--- src/rtl/r5fp_sig_divsqrt_seq.sv ---
// Radix-2 restoring significand divider / square-root engine for the R5FP datapath.
// Produces one result bit per cycle and returns a truncated significand, a sticky bit and divide-by-zero.
module r5fp_sig_divsqrt_seq #(
    parameter int SIG_W = 23,
    parameter int Q_W   = SIG_W + 3,
    parameter int TAG_W = 8
) (
    input  logic             clk,
    input  logic             rst_n,
    input  logic             strobe_in,
    input  logic             sqrt_in,
    input  logic             odd_in,
    input  logic [SIG_W:0]   a_sig_in,
    input  logic [SIG_W:0]   b_sig_in,
    input  logic [TAG_W-1:0] tag_in,
    input  logic             kill_in,
    output logic             ready_out,
    output logic             valid_out,
    output logic [Q_W-1:0]   q_out,
    output logic             sticky_out,
    output logic             dz_out,
    output logic [TAG_W-1:0] tag_out
);
    // state | meaning
    // IDLE  | waiting for a strobe
    // ITER  | one result bit per cycle, cnt = 0..Q_W-1
    // DONE  | result valid for one cycle; a new strobe may be accepted
    typedef enum logic [1:0] {S_IDLE, S_ITER, S_DONE} state_t;

    // Sqrt needs Q_W+3 bits of remainder; divide needs only SIG_W+3, so one register serves both.
    localparam int REM_W = Q_W + 3;
    localparam int CNT_W = $clog2(Q_W);
    localparam int SH    = 2 * Q_W - 2 - SIG_W;

    state_t             state_q, state_d;
    logic [CNT_W-1:0]   cnt_q, cnt_d;
    logic               sqrt_q, sqrt_d;
    logic               dz_q, dz_d;
    logic [SIG_W:0]     b_q, b_d;
    logic [TAG_W-1:0]   tag_q, tag_d;
    logic [REM_W-1:0]   rem_q, rem_d;
    logic [2*Q_W-1:0]   rad_q, rad_d;
    logic [Q_W-1:0]     root_q, root_d;
    logic [Q_W-1:0]     q_out_q, q_out_d;
    logic               sticky_q, sticky_d;
    logic               dz_out_q, dz_out_d;
    logic [TAG_W-1:0]   tag_out_q, tag_out_d;

    logic               accept;
    logic [SIG_W+1:0]   rad_init;
    logic [REM_W-1:0]   rem_sh;
    logic [REM_W:0]     sq_diff;
    logic [REM_W:0]     div_diff;
    logic               bit_new;
    logic [REM_W-1:0]   rem_next;
    logic [Q_W-1:0]     root_next;

    assign ready_out  = (state_q == S_IDLE) || (state_q == S_DONE);
    assign valid_out  = (state_q == S_DONE);
    assign q_out      = q_out_q;
    assign sticky_out = sticky_q;
    assign dz_out     = dz_out_q;
    assign tag_out    = tag_out_q;

    assign accept   = strobe_in && ready_out && !kill_in;
    assign rad_init = odd_in ? {a_sig_in, 1'b0} : {1'b0, a_sig_in};

    // Sqrt brings down two radicand bits per step and tries 4*root+1.
    always_comb begin
        rem_sh   = {rem_q[REM_W-3:0], rad_q[2*Q_W-1 -: 2]};
        sq_diff  = {1'b0, rem_sh} - {1'b0, REM_W'({root_q, 2'b01})};
        div_diff = {1'b0, rem_q} - (REM_W+1)'(b_q);
        if (sqrt_q) begin
            bit_new  = !sq_diff[REM_W];
            rem_next = bit_new ? sq_diff[REM_W-1:0] : rem_sh;
        end else begin
            bit_new  = !div_diff[REM_W];
            rem_next = bit_new ? {div_diff[REM_W-2:0], 1'b0} : {rem_q[REM_W-2:0], 1'b0};
        end
        root_next = {root_q[Q_W-2:0], bit_new};
    end

    always_comb begin
        state_d   = state_q;
        cnt_d     = cnt_q;
        sqrt_d    = sqrt_q;
        dz_d      = dz_q;
        b_d       = b_q;
        tag_d     = tag_q;
        rem_d     = rem_q;
        rad_d     = rad_q;
        root_d    = root_q;
        q_out_d   = q_out_q;
        sticky_d  = sticky_q;
        dz_out_d  = dz_out_q;
        tag_out_d = tag_out_q;
        case (state_q)
            S_ITER: begin
                if (kill_in) begin
                    state_d = S_IDLE;
                    cnt_d   = '0;
                end else begin
                    rem_d  = rem_next;
                    root_d = root_next;
                    rad_d  = {rad_q[2*Q_W-3:0], 2'b00};
                    cnt_d  = cnt_q + 1'b1;
                    if (cnt_q == CNT_W'(Q_W - 1)) begin
                        state_d   = S_DONE;
                        cnt_d     = '0;
                        q_out_d   = dz_q ? '1 : root_next;
                        sticky_d  = dz_q || (rem_next != '0);
                        dz_out_d  = dz_q;
                        tag_out_d = tag_q;
                    end
                end
            end
            default: state_d = S_IDLE;
        endcase
        if (accept) begin
            state_d = S_ITER;
            cnt_d   = '0;
            sqrt_d  = sqrt_in;
            dz_d    = !sqrt_in && !b_sig_in[SIG_W];
            b_d     = b_sig_in;
            tag_d   = tag_in;
            rem_d   = sqrt_in ? '0 : REM_W'(a_sig_in);
            rad_d   = {rad_init, {SH{1'b0}}};
            root_d  = '0;
        end
    end

    always_ff @(posedge clk or negedge rst_n) begin
        if (!rst_n) begin
            state_q   <= S_IDLE;
            cnt_q     <= '0;
            sqrt_q    <= 1'b0;
            dz_q      <= 1'b0;
            b_q       <= '0;
            tag_q     <= '0;
            rem_q     <= '0;
            rad_q     <= '0;
            root_q    <= '0;
            q_out_q   <= '0;
            sticky_q  <= 1'b0;
            dz_out_q  <= 1'b0;
            tag_out_q <= '0;
        end else begin
            state_q   <= state_d;
            cnt_q     <= cnt_d;
            sqrt_q    <= sqrt_d;
            dz_q      <= dz_d;
            b_q       <= b_d;
            tag_q     <= tag_d;
            rem_q     <= rem_d;
            rad_q     <= rad_d;
            root_q    <= root_d;
            q_out_q   <= q_out_d;
            sticky_q  <= sticky_d;
            dz_out_q  <= dz_out_d;
            tag_out_q <= tag_out_d;
        end
    end
endmodule

--- config.mk ---
export PLATFORM = sky130hd
export DESIGN_NAME = r5fp_sig_divsqrt_seq
export DESIGN_NICKNAME = d
export VERILOG_FILES = /design/src/rtl/r5fp_sig_divsqrt_seq.sv
export SDC_FILE = /design/constraint.sdc
export NUM_CORES = 1
export LEC_CHECK = 0
export BUFFER_PORTS_ARGS = -buffer_cell sky130_fd_sc_hd__buf_4
export CAP_MARGIN = 5
export CORE_MARGIN = 2
export CORE_UTILIZATION = 45
export DETAILED_ROUTE_END_ITERATION = 6
export PLACE_DENSITY_LB_ADDON = 0.2
export SKIP_CTS_REPAIR_TIMING = 1
export SLEW_MARGIN = 20
export SYNTH_ARGS = -nofsm -noshare
export SYNTH_HDL_FRONTEND = slang
export SYNTH_SLANG_ARGS = --single-unit
--- constraint.sdc ---
create_clock -name clk -period 3.7 [get_ports clk]
set_clock_uncertainty 0.05 [all_clocks]
set_input_delay 0.74 -clock clk [delete_from_list [all_inputs] [get_ports clk]]
set_output_delay 0.74 -clock clk [all_outputs]
set_load 0.01 [all_outputs]
# [Word level (Yosys, flattened, before mapping)]
# Index checks and enable logic that the tools add are counted.
[totals] register_bits=184 in_bits=62 out_inout_bits=38 wordCells=61
[op_classes] add_sub_neg=3 n_eq_ne=5 muxes=24 bitwise_logic=1 n_reduce_logical=15
[op_table] cell="$mux 29" n=6
[op_table] cell="$mux 52" n=3
[op_table] cell="$mux 26" n=4
[op_table] cell="$sub 29x24->30" n=1
[op_table] cell="$sub 29x28->30" n=1
[op_table] cell="$reduce_bool 29->1" n=1
[op_table] cell="$mux 25" n=1
[op_table] cell="$mux 24" n=1
[op_table] cell="$mux 5" n=4
[op_table] cell="$mux 2" n=4
[op_table] cell="$add 5x1->5 const B" n=1
[op_table] cell="$eq 5x5->1 const B" n=1
[op_table] cell="$logic_not 1->1" n=5
[op_table] cell="$ne 4x4->1 const B" n=1
[op_table] cell="$logic_and 1x1->1" n=3
[op_table] cell="$reduce_and 3->1" n=1
[op_table] cell="$eq 2x1->1 const B" n=1
[op_table] cell="$eq 2x2->1 const B" n=1
[op_table] cell="$logic_not 2->1" n=1
[op_table] cell="$logic_or 1x1->1" n=2
[op_table] cell="$ne 2x1->1 const B" n=1
[op_table] cell="$reduce_and 2->1" n=1
[op_table] cell="$reduce_bool 2->1" n=1
[op_table] cell="$mux 1" n=1
[op_table] cell="$not 1->1" n=1

# [Logic depth before layout (Yosys ltp)]
# Gate-level depths: netlist (run 1).
[logic_depth] word_depth=6 mapped_depth=16 ltp_nobuf=14

# [Worst setup path after synthesis (run 1)]
# No wires, ideal clock.
[synth_path] path_kind="register to register" from="register rem_q[1]" to="register sticky_q, in the netlist sticky_out" setup_ns=0.132 arrival_time_ns=3.042 required_time_ns=3.518 slack_ns=0.476 path_stages_with_launch=13 path_buffers=1 period_less_slack_ns=3.224 path_cell_list="dfrtp_1 ha_1 o21ai_1 a22o_1 or4_4 a31oi_4 nand2b_1 buf_6 mux2i_1 a22oi_1 nor4b_1 nor4b_1 a31oi_1"
[synth_via] elab_chain_len=5 elab_cells_between_ends=7 cone_classes="add/sub (2); mux (3); reduce/logical (2)"
[synth_rtl] item="from (decl)" line="41" rtl="logic [REM_W-1:0] rem_q, rem_d;"
[synth_rtl] item="from (signal assigned)" line="154" rtl="rem_q <= rem_d;"
[synth_rtl] item="$sub 29x28->30 / $sub 29x24->30 (equally long branches)" line="71, 72"
[synth_rtl] item="$mux 29 (on tied branches)" line="75, 78"
[synth_rtl] item="$mux 29 (*)" line="73" rtl="if (sqrt_q) begin"
[synth_rtl] item="$reduce_bool 29->1 (*)" line="111" rtl="sticky_d = dz_q || (rem_next != '0);"
[synth_rtl] item="$logic_or 1x1->1 (*)" line="111"
[synth_rtl] item="to (signal assigned)" line="158" rtl="sticky_q <= sticky_d;"
[synth_rtl] item="to (decl)" line="45" rtl="logic sticky_q, sticky_d;"
# Every way passes the cells marked *; elsewhere a longest branch is shown, timed or not.
# A chain may end at the register's enable or synchronous reset.

# [Final worst setup path (run 1)]
[layout_path] from="register rem_q[15]" to="register sticky_q, in the netlist sticky_out"
# Same word-level chain as after synthesis.

==> flow_metrics.env, run 1 <==
export IMPL_status="finished clean"
export IMPL_synth_seq_cells=157
export IMPL_wl_met3_um=2250
export IMPL_fillCellCount=2237
export IMPL_wl_met2_um=15000
export IMPL_arrival_ns=3.77
export IMPL_rows=56
export IMPL_vias=10000
export IMPL_r2r_start="rem_q[15]"
export IMPL_wl_met1_um=14400
export IMPL_die_h_um=157
export IMPL_cts_tree="built"
export IMPL_hp_class="in -> async"
export IMPL_io_buffers=99
export IMPL_register_area_mm2=0.00393
export IMPL_min_period_ns=3.51
export IMPL_drc=0
export IMPL_yosys_warnings=0
export IMPL_p_int_mw=6.31
export IMPL_synth_area_mm2=0.0106
export IMPL_fp_dieW_um=157
export IMPL_synthCells=1263
export IMPL_first_global_vias=9637
export IMPL_multi_input_area_mm2=0.00614
export IMPL_comb_power_share=0.642
export IMPL_grt_use_total=0.271
export IMPL_grt_antenna_before_repair=0
export IMPL_synth_cell_types=71
export IMPL_path_clk_slew_ns=0.07
export IMPL_peakVddDrop_v=0.000364
export IMPL_switching_share=0.478
export IMPL_p_leak_nw=5.75
export IMPL_syn2layout_area_growth_pct=20.5
export IMPL_grt_first_pass_wirelength_um=52200
export IMPL_path_cells="ha_1 > buf_4 > and4_1 > and3_1 > nor4b_1 > o31ai_1 > xnor2_1 > mux2_2 > o221ai_1 > nand4b_1 > and4bb_1 > a31oi_1"
export IMPL_slowest_stage="dfrtp_1"
export IMPL_critPathBufInv=1
export IMPL_tightest_slew_ns=0.991
export IMPL_synth_async_reset_ratio=1.00
export IMPL_end_kind="flip-flop"
export IMPL_numClockSinks=157
export IMPL_synth_area_per_cell_um2=8.37
export IMPL_dp_hpwl_um=24600
export IMPL_finalHoldWorstSlack_ns=0.208
export IMPL_numCtsBuffers=17
export IMPL_synth_ff_type="dfrtp_1"
export IMPL_slew_viol_final=0
export IMPL_final_cell_mix="nand2_1, buf_4, dfrtp_1"
export IMPL_critPathKind="reg -> reg"
export IMPL_total_power_mw=12.1
export IMPL_ant_nets=0
export IMPL_mostFrequentLayoutCell="nand2_1"
export IMPL_critical_path_max_stage_delay_ns=0.53
export IMPL_core_mm2=0.0233
export IMPL_htreeDepth=4
export IMPL_initial_core_util=0.455
export IMPL_fin_util=0.548
export IMPL_p_switching_mw=5.77
export IMPL_worst_slack_ns=0.186
export IMPL_nets=1489
export IMPL_wl_um=32900
export IMPL_synth_edff_count=0
export IMPL_cp_start_kind="flip-flop"
export IMPL_grt_max_degree=96
export IMPL_pwr_share_seq=0.200
export IMPL_maxUsedRoutingLayer="met4"
export IMPL_fin_crit_sh=0.950
export IMPL_hold_viol_final=0
export IMPL_drive_gt1_frac=0.177
export IMPL_dp_slack_ns=0.0740
export IMPL_critical_path_startpoint="rem_q[15]"
export IMPL_crit_family="simple AND/OR/NAND/NOR gates"
export IMPL_pin_count=100
export IMPL_clkPwrFrac=0.159
export IMPL_gr_total_overflow=0
export IMPL_cp_max_fo=7
export IMPL_clockBufferDepth=2
export IMPL_cts_root_buf="clkbuf_16"
export IMPL_max_freq_mhz=285
export IMPL_die_area_mm2=0.0247
export IMPL_wl_per_cell_um=19.3
export IMPL_firstDrtPassIters=5
export IMPL_cp_data_required_time_ns=3.96
export IMPL_drt_iter0_drc=759
export IMPL_syn_nets=1379
export IMPL_p_per_area_mw_per_mm2=948
export IMPL_fin_tns_setup_ns=0
export IMPL_yosysSeqAreaShare=0.372
export IMPL_finalSetupViolations=0
export IMPL_viasPerCell=5.88
export IMPL_cap_violations=0
export IMPL_antenna_cells=0
export IMPL_gp_congestion=0.987
export IMPL_relSlewSlack=0.338
export IMPL_insertion_delay_ns=0.44
[cell type report]
class	count	area share
inverters	69	0.0203
clock buffers	17	0.0334
clock inverters	15	0.0176
multi-input cells	955	0.482
repair buffers	173	0.107
flip-flops and latches	157	0.308
well taps	319	0.0313
[registers in the layout, indices dropped and copies added (netlist names)]
| signal | cells |
|---|---|
| b_q | 24 |
| dz_out | 1 |
| tag_q | 8 |
| root_q | 26 |
| rem_q | 29 |
| cnt_q | 5 |
| sticky_out | 1 |
| tag_out | 8 |
| rad_q | 25 |
| q_out | 26 |
| sqrt_q | 1 |
| state_q | 2 |
| dz_q | 1 |
[routing by layer]
metal  GRT usage  vias to the layer above
li1            -                     4801
met1       0.373                     4756
met2       0.423                      379
met3      0.0520                       81
met4       0.107                        0
met5           0                        -
[power by group through the flow]
stage	clock network, mW	logic (mW)	registers, mW
2_1_floorplan	0	5.20	2.30
3_3_place_gp	0	7.42	2.42
3_5_place_dp	0	7.42	2.43
4_1_cts	1.95	7.47	2.40
5_1_grt	2.03	8.49	2.44
6_report	1.92	7.75	2.41
[logic make-up after synthesis]
| kind of cell | after synthesis | synth area share |
|---|---|---|
| adders and majority gates | 54 | 0.0646 |
| xor gates and xnor gates | 42 | 0.0348 |
| muxes | 51 | 0.0499 |
| AOI/OAI and AO/OA | 406 | 0.249 |
| DFF | 157 | 0.372 |
| buffers and inverters | 151 | 0.0566 |
| and+or+nand+nor | 402 | 0.173 |
[stage by stage]
| step | instances | area (µm²) |
|---|---|---|
| 6_report | 1705 | 12700 |
| 5_1_grt | 1705 | 12700 |
| 4_1_cts | 1702 | 12600 |
| 3_5_place_dp | 1670 | 12000 |
| 3_3_place_gp | 1670 | 12000 |
| 2_1_floorplan | 1263 | 10600 |
[cell usage after synthesis, types with 5 or more instances]
| cell | count | area share |
|---|---|---|
| a211oi_1 | 19 | 0.013 |
| a21o_1 | 17 | 0.012 |
| a21oi_1 | 81 | 0.038 |
| a221o_1 | 23 | 0.022 |
| a311oi_1 | 8 | 0.0066 |
| a31oi_1 | 32 | 0.019 |
| and2_1 | 7 | 0.0041 |
| and3_1 | 8 | 0.0047 |
| buf_1 | 6 | 0.0021 |
| buf_2 | 7 | 0.0033 |
| clkbuf_1 | 66 | 0.023 |
| dfrtp_1 | 157 | 0.37 |
| ha_1 | 53 | 0.063 |
| inv_1 | 68 | 0.024 |
| mux2_2 | 14 | 0.015 |
| mux2i_1 | 37 | 0.035 |
| nand2_1 | 173 | 0.061 |
| nand2b_1 | 7 | 0.0041 |
| nand3_1 | 31 | 0.015 |
| nand4_1 | 15 | 0.0089 |
| nor2_1 | 98 | 0.035 |
| nor2b_1 | 9 | 0.0053 |
| nor3_1 | 14 | 0.0066 |
| nor4_1 | 8 | 0.0047 |
| nor4b_1 | 5 | 0.0041 |
| o211a_1 | 5 | 0.0047 |
| o211ai_1 | 13 | 0.0092 |
| o21a_1 | 7 | 0.0050 |
| o21ai_0 | 118 | 0.056 |
| o21ai_1 | 15 | 0.0071 |
| o31a_1 | 5 | 0.0041 |
| o31ai_1 | 6 | 0.0043 |
| or3_1 | 8 | 0.0047 |
| xnor2_1 | 24 | 0.020 |
| xor2_1 | 18 | 0.015 |
[worst paths after layout]
path / endpoint / slack, ns / depth (start not counted)
setup / recovery: sticky_out / 0.19 / 12
hold / removal: rad_q[30] / 0.21 / 1
setup reg to reg: sticky_out / 0.19 / 12
hold reg to reg: tag_q[3] / 0.43 / 2
max in group asynchronous: rem_q[0] / 2.59 / 2
min in group clk: tag_q[3] / 0.43 / 2
Note: power is estimated with default switching activity, not from simulation.
==> inputs of run 2 (changes only) <==
- ABC_AREA: not set -> 1
==> run 2 against run 1 <==
Net effect: hold slack gained 0.048 ns; cell count grew 32%; cell area grew 5.1%; critical path depth grew 8; clock power shrank 8%; clock-buffer cell count grew 2; worst setup slack gained 0.056 ns; first-iteration DRC count grew 31%; sequential power is essentially flat; area after synthesis grew 11%; non-clock buffer count shrank 55; register-to-register slack gained 0.06 ns; critical endpoint unchanged.
==> flow_metrics.env, run 2 <==
export IMPL_dp_slack_ns=0.419
export IMPL_grt_antenna_before_repair=0
export IMPL_firstDrtPassIters=6
export IMPL_critPathBufInv=3
export IMPL_io_buffers=99
export IMPL_min_period_ns=3.46
export IMPL_cp_data_required_time_ns=3.99
export IMPL_peakVddDrop_v=0.000326
export IMPL_fin_crit_sh=0.935
export IMPL_nets=2025
export IMPL_crit_family="simple AND/OR/NAND/NOR gates"
export IMPL_synth_adder_area_share=0.0580
export IMPL_hp_class="in -> async"
export IMPL_critPathMostFrequentCell="nand2_1"
export IMPL_drive_gt1_frac=0.0952
export IMPL_mostFrequentLayoutCell="nand2_1"
export IMPL_yosysTopAreaCell="dfrtp_1"
export IMPL_drt_iter0_drc=992
export IMPL_p_leak_nw=7.43
export IMPL_cts_tree="built"
export IMPL_pin_count=100
export IMPL_synth_mux_area_frac=0
export IMPL_register_area_mm2=0.00393
export IMPL_antenna_cells=0
export IMPL_synth_compound_area_frac=0.122
export IMPL_critical_path_max_stage_delay_ns=0.51
export IMPL_synth_area_mm2=0.0118
export IMPL_fin_util=0.518
export IMPL_drc=0
export IMPL_cap_violations=0
export IMPL_slew_viol_final=0
export IMPL_fp_dieW_um=166
export IMPL_hold_viol_final=0
export IMPL_dpl_cell_area_mm2=0.0128
export IMPL_synth_seq_cells=157
export IMPL_finalSetupViolations=0
export IMPL_synth_edff_count=0
export IMPL_yosysMostFrequentCell="nand2_1"
export IMPL_fillCellCount=2653
export IMPL_tightest_slew_ns=0.812
export IMPL_htreeDepth=4
export IMPL_grt_max_degree=81
export IMPL_synthCells=1831
export IMPL_cp_start_kind="flip-flop"
export IMPL_synth_xor_area_frac=0.0149
export IMPL_initial_core_util=0.456
export IMPL_arrival_ns=3.74
export IMPL_multi_input_area_mm2=0.00630
export IMPL_status="finished clean"
export IMPL_final_cell_mix="nand2_1, inv_1, dfrtp_1"
export IMPL_synth_cell_types=41
export IMPL_grt_first_pass_wirelength_um=62000
export IMPL_wl_um=38400
export IMPL_relSlewSlack=0.459
export IMPL_synth_ff_type="dfrtp_1"
export IMPL_gr_total_overflow=0
export IMPL_cp_max_fo=34
export IMPL_synth_area_per_cell_um2=6.43
export IMPL_cts_root_buf="clkbuf_16"
export IMPL_rows=59
export IMPL_syn2layout_area_growth_pct=13.8
export IMPL_slowest_stage="dfrtp_1"
export IMPL_clockBufferDepth=2
export IMPL_grt_use_total=0.283
export IMPL_final_area_mm2=0.0134
export IMPL_wl_per_cell_um=17.0
export IMPL_yosysSeqAreaShare=0.334
export IMPL_regMostFlops="rem_q"
export IMPL_insertion_delay_ns=0.45
export IMPL_gp_congestion=0.970
export IMPL_max_freq_mhz=289
export IMPL_ys_top_cells_by_count="nand2_1, inv_1, dfrtp_1, nor2_1, nand3_1"
export IMPL_rsz0062_at_grt="no"
export IMPL_finalHoldWorstSlack_ns=0.255
export IMPL_p_per_area_mw_per_mm2=858
export IMPL_vias=12000
export IMPL_die_area_mm2=0.0275
export IMPL_viasPerCell=5.30
export IMPL_yosys_area_top_type_share=0.334
export IMPL_path_cells="ha_1 > nand2_1 > inv_1 > nand2_1 > nand3_1 > nand2_1 > nand2_1 > nand2_4 > nand2_4 > inv_1 > nor2_1 > nor2_1 > nor2_1 > nand2_1 > nor2_1 > nand2_1 > nor2_1 > nand3_1 > nand2_1 > inv_1"
export IMPL_synth_top_family_by_area="simple AND/OR/NAND/NOR gates"
export IMPL_largest_register_ffs=29
export IMPL_synth_async_reset_ratio=1.00
export IMPL_end_kind="flip-flop"
export IMPL_core_mm2=0.0258
export IMPL_first_global_vias=11600
export IMPL_worst_slack_ns=0.242
export IMPL_fin_tns_setup_ns=0
export IMPL_numClockSinks=157
export IMPL_yosys_area_share_simple=0.339
export IMPL_path_clk_slew_ns=0.07
export IMPL_yosys_warnings=0
export IMPL_die_h_um=166
export IMPL_numCtsBuffers=17
export IMPL_synth_area_top_cells="dfrtp_1, nand2_1, inv_1, ha_1, nand3_1"
export IMPL_syn_nets=1947
export IMPL_ant_nets=0
export IMPL_critPathKind="reg -> reg"
export IMPL_dp_hpwl_um=29600
-- run 2: cell types whose count changed in the layout (fill, tap and decap cells not counted), moves of 21 or more --
cell	change
nand4_1	+23
a221o_1	-23
nand3_1	+91
o21ai_0	-55
nand2_1	+444
nor2_1	+55
o22ai_1	+28
o221ai_1	+21
buf_4	-52
mux2i_1	-37
inv_1	+263
xnor2_1	-21
-- run 2: final cells by class --
type,instances,share of cell area
clock inverters,13,0.00897
multi-input cells,1276,0.470
inverters,339,0.0950
well taps,335,0.0313
clock buffers,19,0.0331
repair buffers,118,0.0683
flip-flops and latches,157,0.293
-- run 2: per-stage QoR --
step	power (mW)	cells
after floorplan	7.70	1831
final	11.5	2257
after global routing	12.6	2257
after CTS	11.4	2257
after global placement	9.63	2225
after detailed placement	9.61	2225
-- run 2: worst paths after layout --
check | from | end | slack (ns) | cells after the start
min in group clk | tag_q[1] | tag_q[1] | 0.43 | 2
max | rem_q[1] | sticky_out | 0.24 | 20
max reg2reg | rem_q[1] | sticky_out | 0.24 | 20
max in group asynchronous | rst_n | root_q[0] | 2.51 | 2
min | rst_n | b_q[18] | 0.26 | 1
min reg2reg | tag_q[1] | tag_q[1] | 0.43 | 2
-- run 2: cell families after synthesis --
kind of cell | after synthesis
compound gates | 235
xor+xnor | 20
fa+ha+maj | 54
buf+inv | 398
flops | 157
simple gates | 967
-- run 2: power by group --
group | switching (mW) | total, mW | internal (mW)
Clock | 0.857 | 1.76 | 0.906
Sequential | 0.346 | 2.39 | 2.04
Combinational | 4.94 | 7.35 | 2.41
Total | 6.14 | 11.5 | 5.36
-- run 2: metal layers --
| layer | wire length [µm] | global-route usage | up-vias |
|---|---|---|---|
| met5 | 0 | 0 | - |
| met4 | 791 | 0.0733 | 0 |
| met3 | 2760 | 0.0461 | 62 |
| met2 | 18200 | 0.474 | 441 |
| met1 | 16700 | 0.384 | 5523 |
| li1 | - | - | 5939 |
==> inputs of run 3 (changes only) <==
- BUFFER_PORTS_ARGS: -buffer_cell sky130_fd_sc_hd__buf_4 -> not set
- DONT_BUFFER_PORTS: not set -> 1
- REMOVE_ABC_BUFFERS: not set -> 1
==> run 3 against run 2 <==
Net effect: the flow now finishes with violations (negative hold slack); sequential share of layout area grew 1.6 points; sequential power up 2%; first-iteration DRC count is 6.3% lower; die area is the same; clock power up 7%; via count shrank 3.6%; critical endpoint unchanged; largest cell class unchanged; largest power group unchanged.
==> flow_metrics.env, run 3 (same netlist as run 2, synthesis figures left out) <==
export IMPL_status="finished, violations left"
export IMPL_grt_max_degree=158
export IMPL_cp_max_fo=30
export IMPL_min_period_ns=3.22
export IMPL_wl_per_cell_um=17.7
export IMPL_fp_dieW_um=166
export IMPL_pin_count=100
export IMPL_end_kind="flip-flop"
export IMPL_vias=11500
export IMPL_relSlewSlack=0.504
export IMPL_critPathMostFrequentCell="nor2_1"
export IMPL_fin_cells=2162
export IMPL_core_mm2=0.0258
export IMPL_reg2reg_setup_slack_ns=0.48
export IMPL_antenna_cells=0
export IMPL_r2r_start="rem_q[18]"
export IMPL_cts_root_buf="clkbuf_16"
export IMPL_rsz0062_at_grt="no"
export IMPL_insertion_delay_ns=0.45
export IMPL_reg2reg_depth=18
export IMPL_dp_hpwl_um=29000
export IMPL_hp_class="in -> async"
export IMPL_comb_power_share=0.628
export IMPL_critical_path_max_stage_delay_ns=0.52
export IMPL_slew_viol_final=0
export IMPL_first_global_vias=11100
export IMPL_firstDrtPassIters=6
export IMPL_htreeDepth=4
export IMPL_tightest_slew_ns=0.744
export IMPL_p_per_area_mw_per_mm2=915
export IMPL_gp_congestion=0.939
export IMPL_largest_register_ffs=29
export IMPL_clockBufferDepth=2
export IMPL_grt_first_pass_wirelength_um=60600
export IMPL_drt_iter0_drc=930
export IMPL_syn2layout_area_growth_pct=7.93
export IMPL_hold_viol_final=149
export IMPL_numClockSinks=157
export IMPL_placed_cells=2130
export IMPL_rows=59
export IMPL_numCtsBuffers=17
export IMPL_drc=0
export IMPL_drive_gt1_frac=0.0487
export IMPL_mostFrequentLayoutCell="nand2_1"
export IMPL_finalHoldWorstSlack_ns=-0.0683
export IMPL_path_clk_slew_ns=0.08
export IMPL_ant_nets=0
export IMPL_final_cell_mix="nand2_1, inv_1, dfrtp_1"
export IMPL_io_buffers=0
export IMPL_max_freq_mhz=311
export IMPL_die_h_um=166
export IMPL_grt_use_total=0.279
export IMPL_initial_core_util=0.456
export IMPL_p_switching_mw=6.26
export IMPL_wl_um=38200
export IMPL_grt_antenna_before_repair=0
export IMPL_switching_share=0.539
export IMPL_fillCellCount=2691
export IMPL_peakVddDrop_v=0.000392
export IMPL_die_area_mm2=0.0275
export IMPL_finalSetupViolations=0
export IMPL_r2r_end="sticky_out"
export IMPL_cp_data_required_time_ns=3.98
export IMPL_p_int_mw=5.36
export IMPL_fin_crit_sh=0.869
export IMPL_p_leak_nw=6.98
export IMPL_cap_violations=0
export IMPL_slowest_stage="dfrtp_1"
export IMPL_failed_checks="negative hold slack"
export IMPL_clkPwrFrac=0.162
export IMPL_nets=1930
export IMPL_path_cells="ha_1 > nand2_1 > nor2_1 > nand2_1 > nor2_1 > nand2_4 > nand2_4 > inv_1 > nor2_1 > nor2_1 > nor2_1 > nand2_1 > nor2_1 > nand2_1 > nor2_1 > nand3_1 > nand2_1 > inv_1"
export IMPL_viasPerCell=5.34
export IMPL_pwr_share_seq=0.210
export IMPL_regMostFlops="rem_q"
export IMPL_cp_start_kind="flip-flop"
export IMPL_cts_tree="built"
export IMPL_critPathKind="reg -> reg"
export IMPL_arrival_ns=3.50
export IMPL_gr_total_overflow=0
==> run 3: changes by cell type in the layout (fill, tap and decap cells not counted), sizes merged <==
cell / delta
clkinv: +5
clkinvlp: -2
buf: -95
inv: -1
clkbuf: -2
==> run 3: power groups by stage <==
stage	clock, mW	sequential (mW)	combinational [mW]
final	1.89	2.44	7.29
after global routing	1.99	2.47	8.21
after CTS	1.91	2.43	7.20
after detailed placement	0	2.46	7.15
after global placement	0	2.45	7.20
after floorplan	0	2.30	5.23
==> run 3: worst max-delay path: cells and delay by family, from the launching register on <==
family | cells | cell delay [ns]
adders and majority gates | 1 | 0.48
buffers and inverters | 2 | 0.17
DFF | 1 | 0.52
and+or+nand+nor | 15 | 1.89
==> run 3: worst max-delay path by stage <==
stage,startpoint,endpoint,slack [ns]
after floorplan,strobe_in,rad_q[47],-3.24
after global placement,rem_q[18],sticky_out,0.48
after detailed placement,rem_q[18],sticky_out,0.59
after CTS,rem_q[18],sticky_out,0.58
after global routing,rem_q[1],sticky_out,0.28
final,rem_q[18],sticky_out,0.48
==> run 3: routing by layer <==
layer / vias up / track usage / share of wire
met5: - / 0 / 0
met4: 0 / 0.0870 / 0.026
met3: 65 / 0.0533 / 0.074
met2: 423 / 0.445 / 0.45
met1: 5288 / 0.385 / 0.45
li1: 5759 / - / -
==> run 3: area by class of cell <==
cell class                 instances  area, µm²  area share
timing repair buffer              23        173      0.0136
tap                              335        419      0.0330
multi-input combinational       1276       6300       0.496
inverter                         339       1270       0.100
clock buffer                      17        425      0.0335
sequential                       157       3930       0.309
clock inverter                    15        188      0.0148
==> run 3: metrics by stage <==
| step | utilization | setup TNS, ns | power (mW) | cell area [µm²] | setup WS (ns) |
|---|---|---|---|---|---|
| global route | 0.492 | 0 | 12.7 | 12700 | 0.279 |
| finish | 0.492 | 0 | 11.6 | 12700 | 0.485 |
| floorplan | - | -235.05 | 7.52 | 11500 | -3.24 |
| CTS | 0.492 | 0 | 11.5 | 12700 | 0.581 |
| detailed placement | 0.468 | 0 | 9.61 | 12100 | 0.590 |
| global placement | 0.468 | 0 | 9.65 | 12100 | 0.481 |
